===== src/rtl/instr_fetch_unit.sv =====
// ----------------------------------------------------------------------------
// instr_fetch_unit
//   Fetch stage: owns the PC, issues single-outstanding word fetches to
//   instruction memory, and hands each fetched word (with its PC and PC+4)
//   to decode over a valid/ready handshake. Redirects retarget fetch and
//   squash whatever is in flight or held. All outputs are registered.
//
// Ports
//   clk, rst            core clock; asynchronous active-high reset
//   redirect_valid/pc   one-cycle redirect pulse and its target (bits [1:0] dropped)
//   imem_req_*          fetch request channel (valid/ready, word address)
//   imem_rsp_*          fetch response beat (always accepted)
//   instr_valid/ready   handshake to decode
//   instr, instr_pc,
//   instr_pc_plus4      held instruction word and its addresses
//   fetch_count         instructions accepted by decode (wraps)
// ----------------------------------------------------------------------------
module instr_fetch_unit #(
    parameter logic [31:0] RESET_PC  = 32'h0000_0000,
    parameter logic [31:0] NOP_INSTR = 32'h0000_0013
) (
    input  logic        clk,
    input  logic        rst,
    input  logic        redirect_valid,
    input  logic [31:0] redirect_pc,
    output logic        imem_req_valid,
    input  logic        imem_req_ready,
    output logic [31:0] imem_req_addr,
    input  logic        imem_rsp_valid,
    input  logic [31:0] imem_rsp_data,
    output logic        instr_valid,
    input  logic        instr_ready,
    output logic [31:0] instr,
    output logic [31:0] instr_pc,
    output logic [31:0] instr_pc_plus4,
    output logic [31:0] fetch_count
);

    typedef enum logic [2:0] {IDLE, REQ, WAIT, HOLD, DRAIN} state_t;

    state_t      state;
    logic [31:0] pc;
    logic [31:0] redir;
    logic [31:0] pc_next;

    assign redir   = redirect_pc & 32'hFFFF_FFFC;
    assign pc_next = pc + 32'd4;

    always_ff @(posedge clk or posedge rst) begin
        if (rst) begin
            state          <= IDLE;
            pc             <= RESET_PC;
            imem_req_valid <= 1'b0;
            imem_req_addr  <= RESET_PC;
            instr_valid    <= 1'b0;
            instr          <= NOP_INSTR;
            instr_pc       <= RESET_PC;
            instr_pc_plus4 <= RESET_PC + 32'd4;
            fetch_count    <= 32'd0;
        end else begin
            case (state)
                IDLE: begin
                    state          <= REQ;
                    imem_req_valid <= 1'b1;
                    if (redirect_valid) begin
                        pc            <= redir;
                        imem_req_addr <= redir;
                    end else begin
                        imem_req_addr <= pc;
                    end
                end

                REQ: begin
                    if (redirect_valid) begin
                        pc <= redir;
                        if (imem_req_ready) begin
                            // Old request was accepted; its response must be dropped.
                            state          <= DRAIN;
                            imem_req_valid <= 1'b0;
                        end else begin
                            imem_req_addr <= redir;
                        end
                    end else if (imem_req_ready) begin
                        state          <= WAIT;
                        imem_req_valid <= 1'b0;
                    end
                end

                WAIT: begin
                    if (redirect_valid) begin
                        pc <= redir;
                        if (imem_rsp_valid) begin
                            state          <= REQ;
                            imem_req_valid <= 1'b1;
                            imem_req_addr  <= redir;
                        end else begin
                            state <= DRAIN;
                        end
                    end else if (imem_rsp_valid) begin
                        state          <= HOLD;
                        instr_valid    <= 1'b1;
                        instr          <= imem_rsp_data;
                        instr_pc       <= pc;
                        instr_pc_plus4 <= pc_next;
                    end
                end

                HOLD: begin
                    if (redirect_valid) begin
                        // Squash: the held instruction is never counted.
                        pc             <= redir;
                        instr_valid    <= 1'b0;
                        instr          <= NOP_INSTR;
                        state          <= REQ;
                        imem_req_valid <= 1'b1;
                        imem_req_addr  <= redir;
                    end else if (instr_ready) begin
                        pc             <= pc_next;
                        instr_valid    <= 1'b0;
                        instr          <= NOP_INSTR;
                        fetch_count    <= fetch_count + 32'd1;
                        state          <= REQ;
                        imem_req_valid <= 1'b1;
                        imem_req_addr  <= pc_next;
                    end
                end

                DRAIN: begin
                    // A redirect alone keeps us draining; if the stale beat lands in
                    // the same cycle it is consumed and fetch restarts at the new target.
                    if (imem_rsp_valid) begin
                        state          <= REQ;
                        imem_req_valid <= 1'b1;
                        imem_req_addr  <= redirect_valid ? redir : pc;
                    end
                    if (redirect_valid) pc <= redir;
                end

                default: begin
                    state          <= IDLE;
                    imem_req_valid <= 1'b0;
                end
            endcase
        end
    end

endmodule


===== config.mk =====
export PLATFORM = sky130hd
export DESIGN_NAME = instr_fetch_unit
export DESIGN_NICKNAME = d
export VERILOG_FILES = /design/src/rtl/instr_fetch_unit.sv
export SDC_FILE = /design/constraint.sdc
export NUM_CORES = 1
export LEC_CHECK = 0
export ABC_AREA = 1
export CAP_MARGIN = 5
export CORE_UTILIZATION = 40
export DETAILED_ROUTE_END_ITERATION = 6
export GPL_ROUTABILITY_DRIVEN = 0
export PLACE_DENSITY = 0.66
export SLEW_MARGIN = 20
export SYNTH_ARGS = -nofsm -noshare
export SYNTH_HDL_FRONTEND = slang
export SYNTH_SLANG_ARGS = --single-unit

===== constraint.sdc =====
create_clock -name clk -period 7.3 [get_ports clk]
set_clock_uncertainty 0.2 [all_clocks]
set_input_delay 1.095 -clock clk [delete_from_list [all_inputs] [get_ports clk]]
set_output_delay 1.095 -clock clk [all_outputs]
set_load 0.1 [all_outputs]

# Word level (Yosys, flattened, before mapping)

Cells that the tools add are included.

Reductions and logical operators: 12
Add/sub/neg operators: 2
Mux-type cells: 36
Equality and inequality tests: 13
Bitwise operators: 1

Operators with widths:

| operator                | number |
|---|---|
| $mux W32                | 12 |
| $pmux W32 S5            | 1 |
| $pmux W32 S2            | 2 |
| $add A32 B1 Y32 const B | 1 |
| $add A32 B3 Y32 const B | 1 |
| $mux W3                 | 9 |
| $pmux W3 S5             | 1 |
| $ne A2 B2 Y1 const B    | 7 |
| $mux W1                 | 9 |
| $reduce_and A3 Y1       | 3 |
| $reduce_and A4 Y1       | 2 |
| $reduce_and A7 Y1       | 1 |
| $eq A3 B2 Y1 const B    | 2 |
| $ne A3 B3 Y1 const B    | 2 |
| $pmux W1 S5             | 1 |
| $reduce_bool A5 Y1      | 1 |
| $reduce_bool A2 Y1      | 2 |
| $reduce_or A4 Y1        | 1 |
| $eq A3 B1 Y1 const B    | 1 |
| $eq A3 B3 Y1 const B    | 1 |
| $logic_not A3 Y1        | 1 |
| $pmux W1 S2             | 1 |
| $reduce_and A2 Y1       | 1 |
| $not A1 Y1              | 1 |

Register bits after elaboration: 197
Output and inout port bits: 162

# Logic depth before layout (Yosys ltp)

Depth in word-level cells: 4
Gate-level depth with buffers: 12
Gate-level depth less buffers: 12

# Least setup slack after synthesis

No wires, ideal clock.

Path kind: flip-flop to output port
Start point: reg, netlist name instr_pc[0]
End point: out instr_pc_plus4[0]
Data arrival time: 1340 ps
Path buffers: 1
Path slack: 4665 ps
Data required time: 6005 ps
Cell stages (with the launch flop): 2
Cells stage by stage: dfrtp_1 buf_4

RTL lines:

| item             | RTL line | RTL |
|---|---|---|
| end: declaration | 35       | `output logic [31:0] instr_pc_plus4,` |

# Worst setup path after layout

Start point: in redirect_valid
End point: reg imem_req_addr[2]

Cells in the longest elaborated chain, start to end: 3

Ends and longest elaborated chain:

| item                   | RTL line | RTL |
|---|---|---|
| start: declaration     | 24       | `input logic redirect_valid,` |
| $mux W32               | n/a      |  |
| $mux W32               | 131      | `if (imem_rsp_valid) begin` |
| $pmux W32 S5           | 61       | `case (state)` |
| end signal: assignment | 67       | `imem_req_addr <= redir;` |
| end signal: assignment | 69       | `imem_req_addr <= pc;` |
| end signal: assignment | 134      | `imem_req_addr <= redirect_valid ? redir : pc;` |
| end: declaration       | 28       | `output logic [31:0] imem_req_addr,` |

Parallel ways exist; a longest one is shown, timed or not. The select of a mux whose other input is x is not followed.
A chain may end at the register's enable or synchronous reset.

==> impl_metrics.toml <==
[worst_setup_path]
crit_slowest_cell = "inv_1"
cp.required_ns = 7.37
crit_chain = "buf_2, inv_1, nand3_2, nand2_2, inv_2, nand2_4, inv_2, nor2_1, a41oi_1"
reg2reg_depth = 9
critical_path_class = "in -> reg"
crit_cells = 9
cpPeakStageDelay_ns = 0.78
cpMostUsedCell = "inv_2"
cp-end-kind = "flip-flop"
cp_num_buf_inv = 4
path_delay_family = "buffers and inverters"
arrival_ns = 4.52
cp_max_fo = 37
start_kind = "input pin"

[cells_and_area]
final_cells = 1794
num_antenna_cells = 0
final_common_cell = "nand2_1"
nFillCells = 2282
final_nets = 1529
drive_above_1_share_pct = 4.90
area_growth_pct = 31.0
finish.utilization_pct = 53.3
layout_common_cells = "nand2_1 (387), clkdlybuf4s50_1 (228), dfrtp_1 (191), nor2_1 (167), o21ai_0 (119)"

[routing]
antenna_left = 0
dr_total_vias = 9226
viasPerCell = 5.14
drc = 0
finalWirelength_um = 30100
wl_per_cell_um = 16.8
drt_iter0_markers = 768
first_pass_iters = 7

[synthesis]
synth-main-ff-cell = "dfrtp_1"
synth_area_per_cell_um2 = 7.81
synth_warnings = 0
seq_area_frac_synth_pct = 49.5
synth_edf_count = 0
synth.net_count = 1336
netlist-cell-type-count = 40
ys_ff_latch = 195
synth_cells = 1264
async_reset_ff_share_pct = 100
syn_area_um2 = 9870

[cts]
cts_setup_buffers = 0
cts_buffer_depth = 2
post_cts_resized = 0
cts_made_buffers = 17
htree_levels = 4
root_buffer = "clkbuf_16"
cts_tree = "yes"
clkTransAtPathRegs_ns = 0.08
cts_sinks = 195
clk_latency_ns = 0.43
cts_hold_buf = 0

[global_route]
grt-ovfl-total = 0
antenna_found_initial = 0
grt_pass1_vias = 8620
grt_pass1_wl_um = 47400
grt_start_max_net_pins = 139
grt_use_total_pct = 23.9

[placed_design]
dp_slack_ns = 2.48
io_buffers = 229
dp_cells = 1762
hpwl_um = 21000

[floorplan]
die_h_um = 159
pin_count = 232
initial_utilization_pct = 40.7
fp.dieArea_um2 = 25300
die_w_um = 159
core_area_um2 = 24200
rows = 57

[hold_path]
hp-class = "reg -> reg"
holdPathStages = 1

[sta]
hold_viol = 0
fmaxAchievable_mhz = 225
slew_headroom_pct = 26.2
fin_crit_ns = 4.45
tightest_slew_ns = 1.11
finalSetupViolCount = 0
layout_worst_path_cycle_share_pct = 61.0
fin_ws_ns = 2.85
rsz0062_at_grt = "false"
fin_tns_setup_ns = 0
drv_slew = 0

[run_status]
status = "complete, no violations"

[flow_run]
cap_violations = 0
cell type report:
cell class	instances	area (um^2)	share of cell area (%)
Inverter	94	360	2.79
Clock buffer	20	457	3.53
Clock inverter	12	166	1.29
Timing Repair Buffer	232	2310	17.9
Multi-Input combinational cell	917	4350	33.6
Sequential cell	195	4880	37.8
Tap cell	324	405	3.14
Yosys cell counts, types with 4 or more instances:
master	n	area, um^2
a21oi_1	65	325
a22o_1	29	254
a22oi_1	5	37.5
a31oi_1	8	50.1
buf_2	24	120
buf_4	9	67.6
clkbuf_1	23	86.3
dfrtp_1	191	4780
dfstp_2	4	105
inv_1	87	327
inv_2	7	26.3
nand2_1	389	1460
nand2_2	5	31.3
nand3_1	47	235
nor2_1	167	627
nor2_2	4	25.0
nor2_4	5	56.3
o21ai_0	119	596
xnor2_1	12	105
xor2_1	31	272
logic make-up after synthesis:
| family | count (synthesis) | share of synthesized area, % |
|---|---|---|
| AOI/OAI and AO/OA | 238 | 13.7 |
| buffers and inverters | 152 | 6.51 |
| DFF | 195 | 49.5 |
| adders and majority gates | 2 | 0.254 |
| xor gates and xnor gates | 43 | 3.82 |
| and+or+nand+nor | 634 | 26.2 |
state kept, by name (all words and copies together) (netlist names):
signal,flops
fetch_count,32
imem_req_addr,32
imem_req_valid,1
instr,32
instr_pc,32
instr_pc_plus4,30
instr_valid,1
pc,32
state,3
worst reg2reg max path, cell delays in order, from the launching register on:
cell     delay, ns
dfrtp_1       0.41
nand2_1       0.14
nor2_4        0.74
nand3_2       0.22
nand2_2       0.68
inv_2         0.47
nand2_4       0.50
inv_2         0.40
nor2_1        0.19
a41oi_1       0.06
routing by layer:
metal	wire (um)	global-route usage, %	up-vias
li1	-	-	4466
met1	14200	35.6	4320
met2	13100	35.1	408
met3	2380	4.87	32
met4	369	6.25	0
met5	0	0	-
path summary, 6_finish.rpt:
path / start / endpoint / slack, ns
max in group asynchronous: rst / instr_pc[26]$_DFFE_PP0P_ / 4.43
worst min register to register: fetch_count[31]$_DFFE_PP0P_ / fetch_count[31]$_DFFE_PP0P_ / 0.27
worst max-delay path: redirect_valid / imem_req_addr[2]$_DFFE_PP0P_ / 2.85
worst min-delay path: fetch_count[31]$_DFFE_PP0P_ / fetch_count[31]$_DFFE_PP0P_ / 0.27
min in group asynchronous: rst / instr[5]$_DFFE_PP0P_ / 1.10
worst max register to register: state[1]$_DFFE_PP0P_ / imem_req_addr[2]$_DFFE_PP0P_ / 3.14
stage by stage:
stage          instance area, um^2  hold WS (ns)
2_1_floorplan                 9870         0.271
3_3_place_gp                 12300         0.256
3_5_place_dp                 12300         0.265
4_1_cts                      12900         0.278
5_1_grt                      12900         0.301
6_report                     12900         0.269
Power is left out: the tool's default activity adds up to more than one toggle a clock period on the data nets, which glitch-free logic cannot reach.
